[src/rtl/residual_reconstruct.sv]
// Residual reconstruction for one 4x4 block: rebuilds the intra prediction
// (vertical / horizontal / DC) from neighbour pixels, adds the signed residual,
// saturates to the unsigned pixel range and holds the block until acknowledged.
module residual_reconstruct #(
    parameter int PIX_W      = 8,
    parameter int DC_DEFAULT = 128
) (
    input  logic                 clk,
    input  logic                 rst_n,
    input  logic [16*PIX_W-1:0]  residual_flat,
    input  logic [1:0]           residual_mode,
    input  logic                 residual_ready,
    input  logic [4*PIX_W-1:0]   top_row,
    input  logic [4*PIX_W-1:0]   left_col,
    input  logic                 neighbour_avail,
    input  logic                 stall,
    input  logic                 recon_ack,
    output logic [16*PIX_W-1:0]  recon_flat,
    output logic [1:0]           recon_mode,
    output logic                 recon_valid,
    output logic                 recon_busy,
    output logic                 mode_error
);

    // Sum of eight neighbours plus rounding needs three extra bits; the
    // residual add needs one bit of headroom and one sign bit.
    localparam int SUM_W = PIX_W + 3;
    localparam int S_W   = PIX_W + 2;

    localparam logic [PIX_W-1:0]        DC_DEF  = PIX_W'(DC_DEFAULT);
    localparam logic signed [S_W-1:0]   PIX_MAX = S_W'((1 << PIX_W) - 1);

    localparam logic [1:0] MODE_VER  = 2'b00;
    localparam logic [1:0] MODE_HOR  = 2'b01;
    localparam logic [1:0] MODE_RSVD = 2'b11;

    typedef enum logic [1:0] {
        IDLE    = 2'd0,
        PREDICT = 2'd1,
        ADD     = 2'd2,
        OUTPUT  = 2'd3
    } state_t;

    state_t state_q, state_d;
    logic   accept;

    // Captured copies: the block in flight never sees later input changes.
    logic [16*PIX_W-1:0] res_p0;
    logic [4*PIX_W-1:0]  top_p0;
    logic [4*PIX_W-1:0]  left_p0;
    logic [1:0]          mode_p0;
    logic                avail_p0;

    logic [PIX_W-1:0]    dc_val;
    logic [16*PIX_W-1:0] pred_d;
    logic [16*PIX_W-1:0] pred_p1;
    logic [16*PIX_W-1:0] recon_d;

    // Rounded mean of the four top and four left neighbours.
    function automatic logic [PIX_W-1:0] dc_pred(input logic [4*PIX_W-1:0] top,
                                                 input logic [4*PIX_W-1:0] left);
        logic [SUM_W-1:0] sum;
        sum = SUM_W'(4);
        for (int k = 0; k < 4; k++) begin
            sum = sum + SUM_W'(top[k*PIX_W +: PIX_W]) + SUM_W'(left[k*PIX_W +: PIX_W]);
        end
        return sum[SUM_W-1:3];
    endfunction

    // Clamp a signed sum into the unsigned pixel range.
    function automatic logic [PIX_W-1:0] sat_pixel(input logic signed [S_W-1:0] s);
        if (s[S_W-1]) begin
            return '0;
        end
        if (s > PIX_MAX) begin
            return '1;
        end
        return s[PIX_W-1:0];
    endfunction

    // Unsigned prediction plus sign-extended residual, then saturate.
    function automatic logic [PIX_W-1:0] add_sat(input logic [PIX_W-1:0] pred,
                                                 input logic [PIX_W-1:0] res);
        logic signed [S_W-1:0] s;
        s = $signed({2'b00, pred}) + $signed({{2{res[PIX_W-1]}}, res});
        return sat_pixel(s);
    endfunction

    // Next-state logic; acceptance only in IDLE and only without stall.
    always_comb begin
        state_d = state_q;
        accept  = 1'b0;
        case (state_q)
            IDLE: begin
                if (residual_ready && !stall) begin
                    accept = 1'b1;
                    if (residual_mode != MODE_RSVD) begin
                        state_d = PREDICT;
                    end
                end
            end
            PREDICT: state_d = ADD;
            ADD:     state_d = OUTPUT;
            OUTPUT: begin
                if (recon_ack) begin
                    state_d = IDLE;
                end
            end
            default: state_d = IDLE;
        endcase
    end

    // Prediction for every pixel (index i = 4*row + col) from captured neighbours.
    always_comb begin
        pred_d = '0;
        dc_val = dc_pred(top_p0, left_p0);
        for (int i = 0; i < 16; i++) begin
            if (!avail_p0) begin
                pred_d[i*PIX_W +: PIX_W] = DC_DEF;
            end else begin
                case (mode_p0)
                    MODE_VER: pred_d[i*PIX_W +: PIX_W] = top_p0[(i % 4)*PIX_W +: PIX_W];
                    MODE_HOR: pred_d[i*PIX_W +: PIX_W] = left_p0[(i / 4)*PIX_W +: PIX_W];
                    default:  pred_d[i*PIX_W +: PIX_W] = dc_val;
                endcase
            end
        end
    end

    // Residual add with saturation for all sixteen pixels.
    always_comb begin
        recon_d = '0;
        for (int i = 0; i < 16; i++) begin
            recon_d[i*PIX_W +: PIX_W] = add_sat(pred_p1[i*PIX_W +: PIX_W],
                                                res_p0[i*PIX_W +: PIX_W]);
        end
    end

    // Stage p0 capture and stage p1 prediction registers (data only, no reset).
    always_ff @(posedge clk) begin
        if (accept) begin
            res_p0   <= residual_flat;
            top_p0   <= top_row;
            left_p0  <= left_col;
            mode_p0  <= residual_mode;
            avail_p0 <= neighbour_avail;
        end
        if (state_q == PREDICT) begin
            pred_p1 <= pred_d;
        end
    end

    // State register, handshake flags and the held output block.
    always_ff @(posedge clk or negedge rst_n) begin
        if (!rst_n) begin
            state_q     <= IDLE;
            recon_flat  <= '0;
            recon_mode  <= '0;
            recon_valid <= 1'b0;
            recon_busy  <= 1'b0;
            mode_error  <= 1'b0;
        end else begin
            state_q    <= state_d;
            mode_error <= accept && (residual_mode == MODE_RSVD);
            if (accept && (residual_mode != MODE_RSVD)) begin
                recon_busy <= 1'b1;
            end
            if (state_q == ADD) begin
                recon_flat  <= recon_d;
                recon_mode  <= mode_p0;
                recon_valid <= 1'b1;
            end
            if ((state_q == OUTPUT) && recon_ack) begin
                recon_valid <= 1'b0;
                recon_busy  <= 1'b0;
            end
        end
    end

endmodule

[config.mk]
export PLATFORM = sky130hd
export DESIGN_NAME = residual_reconstruct
export DESIGN_NICKNAME = d
export VERILOG_FILES = /design/src/rtl/residual_reconstruct.sv
export SDC_FILE = /design/constraint.sdc
export NUM_CORES = 1
export LEC_CHECK = 0
export ABC_AREA = 1
export CORE_MARGIN = 5
export CORE_UTILIZATION = 35
export CTS_CLUSTER_DIAMETER = 60
export DETAILED_ROUTE_END_ITERATION = 8
export DONT_BUFFER_PORTS = 1
export GPL_ROUTABILITY_DRIVEN = 1
export PLACE_DENSITY_LB_ADDON = 0.12
export SLEW_MARGIN = 10
export SYNTH_ARGS = -nofsm -noshare
export SYNTH_HDL_FRONTEND = slang
export SYNTH_SLANG_ARGS = --single-unit
[constraint.sdc]
create_clock -name clk -period 13.6 [get_ports clk]
set_input_delay 0 -clock clk [delete_from_list [all_inputs] [get_ports clk]]
set_output_delay 0 -clock clk [all_outputs]
set_load 0.01 [all_outputs]
# --- Word level (Yosys, flattened, before mapping) ---
# Index checks and enable logic that the tools add are counted.
word_totals:
  regBits: 458
  input_bits: 200
  output_inout_bits: 133
  wordCells: 209
op_classes:
  addsub: 24
  order_cmp: 16
  n_eq_ne: 9
  muxes: 138
  n_reduce_logical: 10
op_table:
  columns: ["op", "n"]
  rows:
  - ["8-bit 2-to-1 mux", 64]
  - ["8-bit one-hot mux with 2 select lines", 16]
  - ["9-bit by 8-bit adder with 10-bit output", 17]
  - ["10-bit by 9-bit > comparator with 1-bit output (second input constant)", 16]
  - ["11-bit by 8-bit adder with 11-bit output", 5]
  - ["1-bit 2-to-1 mux", 54]
  - ["10-bit by 8-bit adder with 11-bit output", 1]
  - ["3-bit by 8-bit adder with 9-bit output (first input constant)", 1]
  - ["2-bit inequality test (second input constant)", 4]
  - ["2-bit one-hot mux with 4 select lines", 1]
  - ["2-bit equality test (second input constant)", 3]
  - ["2-bit 2-to-1 mux", 3]
  - ["2-bit by 1-bit equality test with 1-bit output (second input constant)", 2]
  - ["1-bit logical AND", 4]
  - ["2-bit logical NOT", 2]
  - ["2-bit nonzero test", 2]
  - ["3-bit AND reduction", 1]
  - ["1-bit logical NOT", 1]

# --- Logic depth before layout (Yosys ltp) ---
logic_depth:
  depth_word: 9
  ltp_mapped: 22
  depth_no_buf: 21

# --- Worst setup path after synthesis ---
# OpenSTA, ideal clock, no wires.
synth_path:
  path_type: "register -> register"
  startpoint: "register state_q[0]"
  endpoint: "register avail_p0, enable pin"
  arrival_ns: 8.793
  required_ns: 12.846
  slack_ns: 4.053
  path_stages_with_launch: 5
  path_buffers: 0
  period_less_slack_ns: 9.547
  path_cell_list: "dfrtp_1 > inv_1 > ha_1 > inv_1 > nor2_1"
synth_via:
  elab_chain_len: 2
synth_rtl:
  columns: ["item", "line_no", "text"]
  rows:
  - ["start, declared", "44", "state_t state_q, state_d;"]
  - ["start signal, assigned", "163", "state_q <= state_d;"]
  - ["2-bit logical NOT", "93", "case (state_q)"]
  - ["1-bit 2-to-1 mux", "93", null]
  - ["net accept", "45", "logic accept;"]
  - ["end signal, assigned", "146", "avail_p0 <= neighbour_avail;"]
  - ["end, declared", "52", "logic avail_p0;"]
# The timed path passes the listed nets, and every way through them passes these cells.
# A chain may end at the register's enable or synchronous reset.

# --- Final worst setup path ---
layout_path:
  startpoint: "register top_p0[18]"
  endpoint: "register pred_p1[18] (data pin)"
layout_via:
  elab_chain_len: 5
layout_rtl:
  columns: ["item", "line_no", "text"]
  rows:
  - ["start, declared", "49", "logic [4*PIX_W-1:0] top_p0;"]
  - ["start signal, assigned", "143", "top_p0 <= top_row;"]
  - ["11-bit by 8-bit adder with 11-bit output (4 in series)", "65", "sum = sum + SUM_W'(top[k*PIX_W +: PIX_W]) + SUM_W'(left[k*PIX_W +: PIX_W]);"]
  - ["8-bit one-hot mux with 2 select lines (*)", "121", "case (mode_p0)"]
  - ["end signal, assigned", "149", "pred_p1 <= pred_d;"]
  - ["end, declared", "56", "logic [16*PIX_W-1:0] pred_p1;"]
# Mark *: on every way between the ends. The rest lies on a longest branch, timed or not.

==> metrics.md <==
| Metric | Value |
|---|---|
| Relative slew slack | `between 20 and 25%` |
| Fill cells | `7,167` |
| DR DRC count | `0` |
| Vias per cell | `4.75` |
| Drt total wl | `about 80,000 um` |
| Type of element capturing the critical path | `flop` |
| Initial Util | `between 30% and 40%` |
| P_leak | `between 15 and 20 nW` |
| Core Util, Final | `roughly 44%` |
| Power density over the cells | `around 230 nW/um^2` |
| Worst hold margin | `between 0.03 and 0.04 ns` |
| First-pass GRT wire length | `approximately 120,000 um` |
| CP max FO | `16` |
| Final net count | `roughly 3,600` |
| Final setup vio count | `0` |
| Die area | `between 70,000 and 80,000 um^2` |
| GRT Util Overall | `between 10% and 20%` |
| CTS tree | `built` |
| Seq cells post-synth | `around 460` |
| Initial antenna violation count | `19` |
| First DRT Iteration DRCs | `approximately 1,100` |
| Total Power | `roughly 7.4 mW` |
| Syn avg cell area | `between 9 and 10 um^2` |
| Vias in the first global route | `20,451` |
| Crit path DAT | `just over 5 ns` |
| Setup TNS | `0 ns` |
| Worst Skew | `between 0.03 and 0.04 ns` |
| Synth Net Count | `roughly 3,300` |
| Number of gates resized after CTS | `0` |
| Total CTS buffers | `61` |
| Synthesized instance count | `~2,800` |
| Wire per inst | `roughly 19 um` |
| Final Hold Vio Count | `0` |
| Clock slew at reported path FFs | `0.07 ns` |
| CP Data Required Time | `approximately 14 ns` |
| Routability cong. | `about 0.88` |
| Post-detail-place hpwl | `60,400 um` |
| Reg2Reg Setup Slack | `between 8 and 9 ns` |
| Max-cap violations | `0` |
| Worst min path class | `in -> reg` |
| Fin crit period | `between 4 and 5 ns` |
| Status | `complete, no violations` |
| Commonest cells post-synth | `922 x nand2_1, 429 x inv_1, 323 x edfxtp_1` |
| Maximum clock insertion buffer count | `3` |
| Worst skew pair latency | `0.65 ns` |
| WS Path Type | `reg -> reg` |
| Worst slew pin tran | `~1.2 ns` |
| FP Rows | `100` |
| Area delta synth->final | `25.3%` |
| Fin crit share | `a little over a third` |
| Area contributors post-synth | `edfxtp_1 37%, nand2_1 13%, dfrtp_1 13%, ha_1 7.5%, inv_1 6.2%` |
| Placed insts | `approximately 3,800` |
| Core Area | `74,100 um^2` |
| Post-synth EDFFs | `323` |
| DIE WIDTH | `283 um` |
| FMAX | `about 210 MHz` |
| Total grt overflow | `0` |
| Ys async rst share | `roughly 29%` |
| Warnings, synthesis | `0` |
| Input/output buffers | `0` |
| Largest net degree at the start of global routing | `approximately 150` |
| Via count of the routed design | `about 20,000` |
| WHS Endpoint | `top_p0[14]$_DFFE_PP_` |
| First-pass DRT Iterations | `5` |
| Hold path depth | `1` |
| Hold Crit Start | `top_row[14]` |
| Unrepaired setup endpoints after global routing | `no` |
| Worst flop-to-flop path endpoint | `pred_p1[18]$_SDFFCE_PN0N_` |
| CTS Sinks | `between 400 and 500` |
| DIE HEIGHT | `roughly 280 um` |
| Crit start category | `flop` |
| Area leader, netlist | `edfxtp_1` |
| Maximum vdd drop | `about 160 uV` |
| Routed Antenna Nets | `0` |
| Cell Count, Final, Fillers Out | `~4,200` |
| Root Buffer | `clkbuf_16` |
| Post-synth top area share | `37.3%` |
| Sequential share of the synthesized area | `between 50% and 60%` |
| Synth Cell Area | `about 26,000 um^2` |
| H-tree depth | `2` |
| Reg2reg start | `top_p0[18]$_DFFE_PP_` |
| Synth unique cells | `36` |
| Max-slew violations | `0` |
| Layout cells sized above 1 | `6.18%` |
| Most frequent cell after synthesis | `nand2_1` |
| Most used flip-flop cell after synthesis | `edfxtp_1` |
| Reg2Reg Depth | `17` |
| I/O pin cnt | `about 330` |
stage by stage:
| step | area [um^2] | setup WS [ns] |
|---|---|---|
| after CTS | 32600 | 8.70 |
| final | 32600 | 8.79 |
| after global placement | 27100 | 8.88 |
| after global routing | 32600 | 8.48 |
| after detailed placement | 27100 | 8.78 |
| after floorplan | 26000 | 4.05 |
final cells by class:
type	count	area [um^2]	area share, %
Sequential cell	458	13100	40.1
Multi-Input combinational cell	1886	11100	34.0
Timing Repair Buffer	336	3370	10.3
Clock buffer	79	1720	5.27
Inverter	443	1670	5.12
Tap cell	969	1210	3.72
Clock inverter	35	470	1.44
Antenna cell	9	22.5	0.0690
critical path, stage by stage (launching register included):
cell and delay, ns:
edfxtp_1 0.34, inv_1 0.06, fa_1 0.55, inv_1 0.05, fa_1 0.48, fa_1 0.55, inv_1 0.07, fa_1 0.54
inv_1 0.04, ha_1 0.27, inv_1 0.09, nor2_1 0.05, nand2_2 0.09, nand2_2 0.07, nand2_2 0.08, nand2_4 0.06
o21ai_2 0.88, a21oi_1 0.19
power by group:
| part | internal, mW | switching (mW) |
|---|---|---|
| clock | 1.06 | 0.670 |
| combinational | 1.11 | 2.09 |
| sequential | 2.03 | 0.436 |
logic make-up (layout without fill, tap and decap cells):
group / Yosys count / count (layout) / synth area share, %
XOR/XNOR: 69 / 69 / 2.32
AO/OA/AOI/OAI: 352 / 352 / 8.05
buffers and inverters: 490 / 893 / 7.30
AND/OR/NAND/NOR: 1244 / 1244 / 19.6
other: 0 / 9 / 0
flip-flops: 458 / 458 / 50.2
adder cells (fa/ha/maj): 221 / 221 / 12.5
flip-flops by register name (all words and copies together), names as in the netlist:
register,cells
recon_busy,1
mode_p0,2
left_p0,32
state_q,2
recon_mode,2
top_p0,32
pred_p1,128
recon_valid,1
avail_p0,1
res_p0,128
mode_error,1
recon_flat,128
worst max-delay path by stage:
stage	from	to	slack, ns	depth (start not counted)
floorplan	state_q[0]$_DFFE_PN0P_	avail_p0$_DFFE_PP_	4.05	4
global placement	top_p0[4]$_DFFE_PP_	pred_p1[42]$_SDFFCE_PN0N_	8.88	13
detailed placement	top_p0[4]$_DFFE_PP_	pred_p1[26]$_SDFFCE_PN0N_	8.78	13
CTS	top_p0[18]$_DFFE_PP_	pred_p1[26]$_SDFFCE_PN0N_	8.70	17
global route	top_p0[18]$_DFFE_PP_	pred_p1[26]$_SDFFCE_PN0N_	8.48	17
finish	top_p0[18]$_DFFE_PP_	pred_p1[18]$_SDFFCE_PN0N_	8.79	17
layer usage:
layer | up-vias | global-route usage (%) | wire length (um)
li1 | 9935 | - | -
met1 | 9538 | 25.8 | 35200
met2 | 417 | 33.6 | 38700
met3 | 105 | 4.45 | 4650
met4 | 16 | 4.51 | 1710
met5 | - | 0 | 97
placed cells by master, fill, tap and decap left out, types with 35 or more instances in the layout:
cell type      netlist  final
dlygate4sd3_1        0    327
fa_1                64     64
clkbuf_16            0     65
inv_1              429    429
ha_1               157    156
nand3_1            139    139
xor2_1              35     35
nand2_1            922    922
o21ai_0            118    118
a21oi_1            135    135
nor2_1             108    106
edfxtp_1           323    323
dfrtp_1            135    135
what timing repair did:
item | 4_1_cts | 5_1_grt
buffers inserted | 0 | 0
hold endpoints to repair | 342 | 10
hold buffers | 327 | 1
No activity file was read; power rests on OpenSTA's default activity.
